`src/rtl/kbd_link_rx_if.sv`:
```
// Key-event link bundle: host-side serial line in, key matrix and event pulses out.
interface kbd_link_rx_if;
    logic        rxd;
    logic [63:0] kbmat;
    logic        evt;
    logic        ferr;

    modport master (output rxd, input kbmat, evt, ferr);
    modport slave  (input rxd, output kbmat, evt, ferr);
endinterface

```
`src/rtl/kbd_link_rx.sv`:
```
// 8N1 UART key-event receiver owning the 64-bit keyboard matrix; no backpressure.
// kbmat/evt/ferr are registered on the stop-bit sample edge (t0+H+9C), visible from t0+H+9C+1.
module kbd_link_rx #(
    parameter int CLKS_PER_BIT = 85
) (
    input  logic         mck,
    input  logic         rin,
    kbd_link_rx_if.slave bus
);
    localparam int CW = $clog2(CLKS_PER_BIT);
    localparam logic [CW-1:0] HALF_M1 = CW'(CLKS_PER_BIT / 2 - 1);
    localparam logic [CW-1:0] FULL_M1 = CW'(CLKS_PER_BIT - 1);

    typedef enum logic [2:0] {
        S_IDLE,
        S_START,
        S_DATA,
        S_STOP,
        S_BRK
    } state_t;

    state_t      r_state, w_state_nxt;
    logic [1:0]  r_sync;
    logic        w_rxs;
    logic [CW-1:0] r_cnt, w_cnt_nxt;
    logic [2:0]  r_bit, w_bit_nxt;
    logic [7:0]  r_sh, w_sh_nxt;
    logic [63:0] r_kbmat, w_kbmat_nxt;
    logic        r_evt, w_evt_nxt;
    logic        r_ferr, w_ferr_nxt;
    logic        w_cnt_done;

    assign w_rxs      = r_sync[1];
    assign w_cnt_done = (r_cnt == '0);

    always_ff @(posedge mck or posedge rin) begin
        if (rin) begin
            r_sync  <= 2'b11;
            r_state <= S_IDLE;
            r_cnt   <= '0;
            r_bit   <= '0;
            r_sh    <= '0;
            r_kbmat <= '0;
            r_evt   <= 1'b0;
            r_ferr  <= 1'b0;
        end else begin
            r_sync  <= {r_sync[0], bus.rxd};
            r_state <= w_state_nxt;
            r_cnt   <= w_cnt_nxt;
            r_bit   <= w_bit_nxt;
            r_sh    <= w_sh_nxt;
            r_kbmat <= w_kbmat_nxt;
            r_evt   <= w_evt_nxt;
            r_ferr  <= w_ferr_nxt;
        end
    end

    always_comb begin
        w_state_nxt = r_state;
        w_cnt_nxt   = r_cnt;
        w_bit_nxt   = r_bit;
        w_sh_nxt    = r_sh;
        w_kbmat_nxt = r_kbmat;
        w_evt_nxt   = 1'b0;
        w_ferr_nxt  = 1'b0;
        case (r_state)
            S_IDLE: begin
                if (!w_rxs) begin
                    w_state_nxt = S_START;
                    w_cnt_nxt   = HALF_M1;
                end
            end
            S_START: begin
                if (!w_cnt_done) begin
                    w_cnt_nxt = r_cnt - 1'b1;
                end else if (w_rxs) begin
                    w_state_nxt = S_IDLE;
                end else begin
                    w_state_nxt = S_DATA;
                    w_cnt_nxt   = FULL_M1;
                    w_bit_nxt   = '0;
                end
            end
            S_DATA: begin
                if (!w_cnt_done) begin
                    w_cnt_nxt = r_cnt - 1'b1;
                end else begin
                    w_sh_nxt  = {w_rxs, r_sh[7:1]};
                    w_cnt_nxt = FULL_M1;
                    w_bit_nxt = r_bit + 1'b1;
                    if (r_bit == 3'd7) begin
                        w_state_nxt = S_STOP;
                    end
                end
            end
            S_STOP: begin
                if (!w_cnt_done) begin
                    w_cnt_nxt = r_cnt - 1'b1;
                end else if (w_rxs) begin
                    // 0PIIIIII sets/clears one key, 0x80 clears all, other 1xxxxxxx are no-ops
                    w_state_nxt = S_IDLE;
                    w_evt_nxt   = 1'b1;
                    if (!r_sh[7]) begin
                        w_kbmat_nxt[r_sh[5:0]] = r_sh[6];
                    end else if (r_sh == 8'h80) begin
                        w_kbmat_nxt = '0;
                    end
                end else begin
                    w_state_nxt = S_BRK;
                    w_ferr_nxt  = 1'b1;
                end
            end
            S_BRK: begin
                if (w_rxs) begin
                    w_state_nxt = S_IDLE;
                end
            end
            default: w_state_nxt = S_IDLE;
        endcase
    end

    assign bus.kbmat = r_kbmat;
    assign bus.evt   = r_evt;
    assign bus.ferr  = r_ferr;
endmodule

```
`src/flat_wrapper.sv`:
```
// flat-port wrapper written by rule: the top's interface ports become plain ports
module kbd_link_rx_flat 
#(
    parameter int CLKS_PER_BIT = 85
)
  (mck, rin, bus_rxd, bus_kbmat, bus_evt, bus_ferr);
  kbd_link_rx_if bus_i ();
  input  logic mck;
  input  logic rin;
  input wire logic [$bits(bus_i.rxd)-1:0] bus_rxd;
  output wire logic [$bits(bus_i.kbmat)-1:0] bus_kbmat;
  output wire logic [$bits(bus_i.evt)-1:0] bus_evt;
  output wire logic [$bits(bus_i.ferr)-1:0] bus_ferr;
  assign bus_i.rxd = bus_rxd;
  assign bus_kbmat = bus_i.kbmat;
  assign bus_evt = bus_i.evt;
  assign bus_ferr = bus_i.ferr;
  kbd_link_rx #(.CLKS_PER_BIT(CLKS_PER_BIT)) u_core (.mck(mck), .rin(rin), .bus(bus_i));
endmodule
```
`config.mk`:
```
export PLATFORM = sky130hd
export DESIGN_NAME = kbd_link_rx_flat
export DESIGN_NICKNAME = d
export VERILOG_FILES = /design/src/rtl/kbd_link_rx_if.sv /design/src/rtl/kbd_link_rx.sv /design/src/flat_wrapper.sv
export SDC_FILE = /design/constraint.sdc
export NUM_CORES = 1
export LEC_CHECK = 0
export ABC_AREA = 1
export CAP_MARGIN = 40
export CELL_PAD_IN_SITES_DETAIL_PLACEMENT = 1
export CELL_PAD_IN_SITES_GLOBAL_PLACEMENT = 1
export CORE_ASPECT_RATIO = 0.8
export CORE_MARGIN = 2
export CORE_UTILIZATION = 41
export CTS_BUF_LIST = sky130_fd_sc_hd__clkbuf_8
export CTS_CLUSTER_DIAMETER = 60
export DETAILED_ROUTE_END_ITERATION = 10
export PLACE_DENSITY_LB_ADDON = 0.1
export REMOVE_ABC_BUFFERS = 1
export SLEW_MARGIN = 0
export SYNTH_ARGS = -nofsm -noshare
export SYNTH_HDL_FRONTEND = slang
export SYNTH_SLANG_ARGS = --single-unit
```
`constraint.sdc`:
```
create_clock -name mck -period 3.53 [get_ports mck]
set_input_delay 0.706 -clock mck [delete_from_list [all_inputs] [get_ports mck]]
set_output_delay 0.706 -clock mck [all_outputs]
set_load 0.02 [all_outputs]
```
==> results of run 1 <==
## per-stage QoR
stage | hold slack [ps] | setup TNS [ps] | power, mW
floorplan | 345.2 | -41740 | 1.374
global placement | 345.6 | 0 | 1.453
detailed placement | 350.7 | 0 | 1.482
CTS | 363.9 | 0 | 2.348
global route | 365.3 | 0 | 2.451
finish | 361.6 | 0 | 2.330
## logic make-up (layout without fill, tap and decap cells)
logic type      after synthesis  in the layout
mux                           1              1
simple gates                352            352
fa+ha+maj                     3              3
compound gates               85             85
flops                        89             89
xor+xnor                      2              2
buf+inv                      56            130
## report_power, final
part	switching, mW	internal (mW)
clock	0.379	0.486
sequential	0.0494	1.06
combinational	0.238	0.114
## how the worst max path moves through the flow
stage / startpoint / to / slack [ps] / depth (start not counted)
3_3_place_gp: u_core.r_cnt[0] / u_core.bus.kbmat[53] / 1150 / 10
6_report: u_core.r_cnt[0] / u_core.bus.kbmat[54] / 990 / 10
4_1_cts: u_core.r_cnt[0] / u_core.bus.kbmat[54] / 980 / 10
2_1_floorplan: u_core.r_cnt[0] / u_core.bus.kbmat[8] / -710 / 8
5_1_grt: u_core.r_cnt[1] / u_core.bus.kbmat[61] / 720 / 10
3_5_place_dp: u_core.r_cnt[0] / u_core.bus.kbmat[54] / 1010 / 10
## sequential cells by signal, summed over array words and instances, names as in the netlist
register / flops
u_core.bus.kbmat: 64
u_core.r_sh: 8
u_core.r_cnt: 7
u_core.r_bit: 3
u_core.r_state: 3
u_core.r_sync: 2
u_core.bus.evt: 1
u_core.bus.ferr: 1
## area by class of cell
type | count | area (sq um)
timing repair buffer | 87 | 823.3
inverter | 27 | 102.6
tap | 144 | 180.2
fill | 1396 | 5244
multi-input combinational | 443 | 1982
clock inverter | 6 | 106.4
sequential | 89 | 2230
clock buffer | 10 | 137.6
## critical path, delay by kind of cell, from the launching register on
family	cells	cell delay (ps)
flops	1	400
simple gates	5	1120
fa+ha+maj	1	200
buf+inv	3	610
compound gates	1	70
## cell usage after synthesis (2+ instances only)
| library cell | n | area share, % |
|---|---|---|
| a21oi_1 | 2 | 0.22 |
| buf_2 | 9 | 1.0 |
| buf_4 | 2 | 0.33 |
| clkbuf_1 | 11 | 0.92 |
| clkbuf_8 | 6 | 1.8 |
| dfrtp_1 | 87 | 48 |
| dfstp_2 | 2 | 1.2 |
| ha_1 | 3 | 0.83 |
| inv_1 | 27 | 2.3 |
| nand2_1 | 228 | 19 |
| nand2_2 | 2 | 0.28 |
| nand3_1 | 74 | 8.2 |
| nand4_1 | 3 | 0.42 |
| nor2_1 | 22 | 1.8 |
| nor3_1 | 13 | 1.4 |
| nor3_2 | 3 | 0.67 |
| o21ai_0 | 64 | 7.1 |
| o21ai_1 | 16 | 1.8 |
| o22ai_1 | 2 | 0.28 |
| or2_2 | 2 | 0.28 |
## cell usage in the layout (no fill, tap or decap), types with 3 or more instances in the layout
cell,n
nor3_1,13
inv_1,26
clkdlybuf4s50_1,68
buf_2,5
nand2_1,228
ha_1,3
nand3_1,74
dfrtp_1,87
nand4_1,3
nor2_1,22
o21ai_0,64
clkbuf_8,10
o21ai_1,16
bufinv_16,3
buf_4,13
## per-layer routing
metal  vias up  GRT usage, %
met4         0         5.747
li1       2054             -
met2        77         36.73
met5         -             0
met3         5         4.167
met1      2107         35.65
==> flow_metrics.tcl, run 1 <==
set metrics [dict create \
    rsz0062_at_grt "false" \
    core-area_sq_um 10810 \
    fin_cells 806 \
    arrival_ps 2780 \
    cap_violations 0 \
    wl_met2_microns 6133 \
    rows 34 \
    clk_pin_slew_ps 90 \
    fin_worst_skew_ps 6.843 \
    wirelength_met1_microns 6640 \
    cts_setup_buffers 0 \
    finalWirelength_microns 13340 \
    postLayoutCellArea_sq_um 5562 \
    cts_made_buffers 9 \
    dieArea_sq_um 11840 \
    drc 0 \
    yosys_warnings 0 \
    fin_util_pct 51.47 \
    yosys_most_used_dff "dfrtp_1" \
    synth_fa_ha_area_share_pct 0.8338 \
    viasPerCell 5.264 \
    area_growth_syn_to_layout_pct 23.54 \
    cts-htree-levels 3 \
    crit_fanout 32 \
    antenna_found_initial 0 \
    drtIter0Drc 225 \
    cts_buffer_depth 2 \
    diodes 0 \
    dr.max_layer_used "met4" \
    clock_sinks 89 \
    reg2reg_to "u_core.bus.kbmat[54]" \
    maxClockFrequency_ghz 0.3937 \
    dpl_worst_slack_ps 1008 \
    start_kind "flop" \
    dr.pass1.iters 4 \
    port_buffers 68 \
    dpl.cell_count 790 \
    finalCritPeriodShare_pct 71.95 \
    wl_per_cell_microns 16.56 \
    syn_area_sq_um 4502 \
    period_needed_ps 2540 \
    worstHoldPathType "reg2reg" \
    reg2reg_from "u_core.r_cnt[0]" \
    tritoncts "yes" \
    slew_violations 0 \
    die_w_microns 121.2 \
    ctsResizeCount 0 \
    synth_edf_count 0 \
    synth-simple-area-share_pct 32.88 \
    grt_pass1_vias 4304 \
    cts-root-buf "clkbuf_8" \
    slowest_delay_ps 590 \
    die_h_microns 97.72 \
    synthCells 588 \
    powerDensity_nw_per_um2 418.9 \
    worst_pin_slew_ps 896.8 \
    grt_overflow 0 \
    globalRouteTotalUtil_pct 24.00 \
    worst_slack_ps 990.1 \
    ys_ff_latch 89 \
    final_nets 663 \
    initial_utilization_pct 41.66 \
    slew-limit-headroom_pct 39.75 \
    cp_cell_sequence "inv_1 -> ha_1 -> inv_1 -> nor2_1 -> nand3_1 -> nor3_4 -> buf_4 -> nand3_1 -> nand2_1 -> o21ai_0" \
    crit_type "reg2reg" \
    grt_pass1_wl_microns 22300 \
    reg2reg_depth 10 \
    clkLatencyLatePin_ps 360 \
    synth_top_family_by_area "simple AND/OR/NAND/NOR gates" \
    ys_seq_area_share_pct 49.53 \
    synth_mux_area_share_pct 0.2223 \
    cellLeakagePower_nw 2.628 \
    hpwl_microns 9004 \
    grt_start_max_net_pins 65 \
    vias 4243 \
    ys_types 30 \
    async_flop_share_pct 100.0 \
    rrSetupSlack_ps 990 \
    setup_viol 0 \
    outcome "finished, final reports clean" \
    holdBufCountCts 0 \
    met3_length_microns 476 \
    place_congestion 0.8221 \
    synth-xor-area-share_pct 0.3891 \
    drive_gt1_share_pct 6.798 \
    dpl-instance-area_sq_um 5318 \
    avgSynthCellArea_sq_um 7.656 \
    crit_path_end_kind "flop" \
    vdd_ir_drop_max_v 0.0001692 \
    antenna_left 0 \
    worstHoldPathCells 0 \
    crit_required_ps 3770 \
    crit_slowest_cell "nor3_4" \
    hold_start "u_core.r_sync[0]" \
    synth_compound_area_share_pct 9.561 \
    io_pins 69 \
    hold_end "u_core.r_sync[1]" \
    hold_violations 0 \
]
Power figures use the tool's default switching activity.
==> inputs of run 2 (changes only) <==
- CORE_UTILIZATION: 41 -> 37
- clock period: 3.53 -> 2.3 ns (I/O delays scaled with it)
==> run 2 against run 1 <==
Compared with the run above: combinational power up 56%; highest routed layer unchanged; utilization down 4.1 points; largest cell class unchanged; flip-flop and latch count unchanged.
==> flow_metrics.tcl, run 2 (synthesis gave the netlist of run 1 again) <==
set metrics [dict create \
    holdBufCountCts 0 \
    rrSetupSlack_ps 240 \
    fillers 1484 \
    globalRouteTotalUtil_pct 22.47 \
    core-area_sq_um 12030 \
    vias 4328 \
    viasPerCell 5.246 \
    area_growth_syn_to_layout_pct 26.51 \
    crit_slowest_cell "dfrtp_1" \
    worstHoldPathCells 0 \
    period_needed_ps 2060 \
    crit_required_ps 2570 \
    setup_viol 0 \
    worst_slack_ps 239.5 \
    hpwl_microns 9180 \
    cp-startpoint "u_core.r_cnt[0]" \
    most-common-layout-cells "nand2_1 (228), dfrtp_1 (87), nand3_1 (73)" \
    wl_per_cell_microns 16.82 \
    dpl-instance-area_sq_um 5463 \
    dpl.cell_count 806 \
    rsz0062_at_grt "false" \
    dieArea_sq_um 13070 \
    dr.pass1.iters 4 \
    dpl_worst_slack_ps 233.1 \
    hold_start "u_core.r_sync[0]" \
    cts_made_buffers 9 \
    finalWirelength_microns 13880 \
    tritoncts "yes" \
    grt_overflow 0 \
    io_pins 69 \
    final_common_cell "nand2_1" \
    place_congestion 0.7881 \
    start_kind "flop" \
    cp_cell_sequence "inv_1 -> ha_1 -> inv_1 -> nor2_1 -> nand3_2 -> nor3_4 -> buf_4 -> buf_8 -> nand3_1 -> nand2_1 -> o21ai_0" \
    outcome "finished, final reports clean" \
    grt_pass1_wl_microns 22950 \
    crit_type "reg2reg" \
    clk_pin_slew_ps 90 \
    cp_common_cell "inv_1" \
    reg2reg_from "u_core.r_cnt[0]" \
    holdWs_ps 357.7 \
    antenna_found_initial 0 \
    reg2reg_to "u_core.bus.kbmat[1]" \
    die_w_microns 127.3 \
    initial_utilization_pct 37.43 \
    cellLeakagePower_nw 2.696 \
    fin_cells 825 \
    postLayoutCellArea_sq_um 5695 \
    powerDensity_nw_per_um2 586.5 \
    drtIter0Drc 200 \
    vdd_ir_drop_max_v 0.0003764 \
    cts-root-buf "clkbuf_8" \
    slew_violations 0 \
    arrival_ps 2330 \
    hold_end "u_core.r_sync[1]" \
    slowest_delay_ps 400 \
    grt_start_max_net_pins 67 \
    cts_buffer_depth 2 \
    fin_worst_skew_ps 13.10 \
    worst_pin_slew_ps 677.4 \
    cts-htree-levels 3 \
    die_h_microns 102.7 \
    diodes 0 \
    largest_reg_flops 64 \
    maxClockFrequency_ghz 0.4853 \
    finalCritPeriodShare_pct 89.59 \
    drc 0 \
    reg2reg_depth 11 \
    crit_fanout 33 \
    clock_sinks 89 \
    clkLatencyLatePin_ps 390 \
    worstHoldPathType "reg2reg" \
    cap_violations 0 \
    rows 36 \
    final_nets 674 \
    antenna_left 0 \
    port_buffers 68 \
    hold_violations 0 \
    grt_pass1_vias 4469 \
    slew-limit-headroom_pct 54.84 \
    drive_gt1_share_pct 8.470 \
    crit_path_end_kind "flop" \
]
==> run 2: final cells by class <==
type | instances | area (sq um) | share of cell area, %
Sequential cell | 89 | 2230 | 39.15
Multi-Input combinational cell | 443 | 1987 | 34.89
Timing Repair Buffer | 98 | 993.5 | 17.44
Tap cell | 152 | 190.2 | 3.339
Clock buffer | 13 | 178.9 | 3.141
Inverter | 27 | 102.6 | 1.801
Clock inverter | 3 | 13.76 | 0.2417
==> run 2: worst max-delay path by stage <==
stage	to	slack (ps)
after floorplan	u_core.bus.kbmat[8]	-1940
after global placement	u_core.bus.kbmat[55]	370
after detailed placement	u_core.bus.kbmat[25]	230
after CTS	u_core.bus.kbmat[25]	210
after global routing	u_core.bus.kbmat[18]	50
final	u_core.bus.kbmat[1]	240
==> run 2: timing repair <==
item	4_1_cts	5_1_grt
resized for setup	0	3
setup buffers	0	2
hold endpoints to repair	0	0
endpoints found under the setup margin	0	1
==> run 2: per-layer routing <==
layer  GRT usage (%)  routed length, microns  vias up  part of all wire [%]
met4           6.255                     193        0                   1.4
li1                -                       -     2077                     -
met5               0                       0        -                     0
met2           35.66                    6209       76                    45
met3           5.760                     525       17                   3.8
met1           30.86                    6947     2158                    50
==> run 2: power breakdown <==
group | internal [mW] | total (mW) | leakage [nW] | switching (mW)
Sequential | 1.63 | 1.71 | 1.22 | 0.0740
Clock | 0.505 | 1.09 | 0.107 | 0.582
Combinational | 0.183 | 0.546 | 1.37 | 0.363
==> run 2: critical path, delay by kind of cell (launching register included) <==
kind / cells / cell delay (ps)
AOI/OAI and AO/OA: 1 / 70
DFF: 1 / 400
buffers and inverters: 4 / 550
and+or+nand+nor: 5 / 710
adders and majority gates: 1 / 200
==> run 2: stage by stage <==
step           total power [mW]  TNS [ps]  util (%)
2_1_floorplan             2.109   -160850         -
3_3_place_gp              2.251         0     45.42
3_5_place_dp              2.276         0     45.42
4_1_cts                   3.374         0     47.02
5_1_grt                   3.532         0     47.36
6_report                  3.340         0     47.36
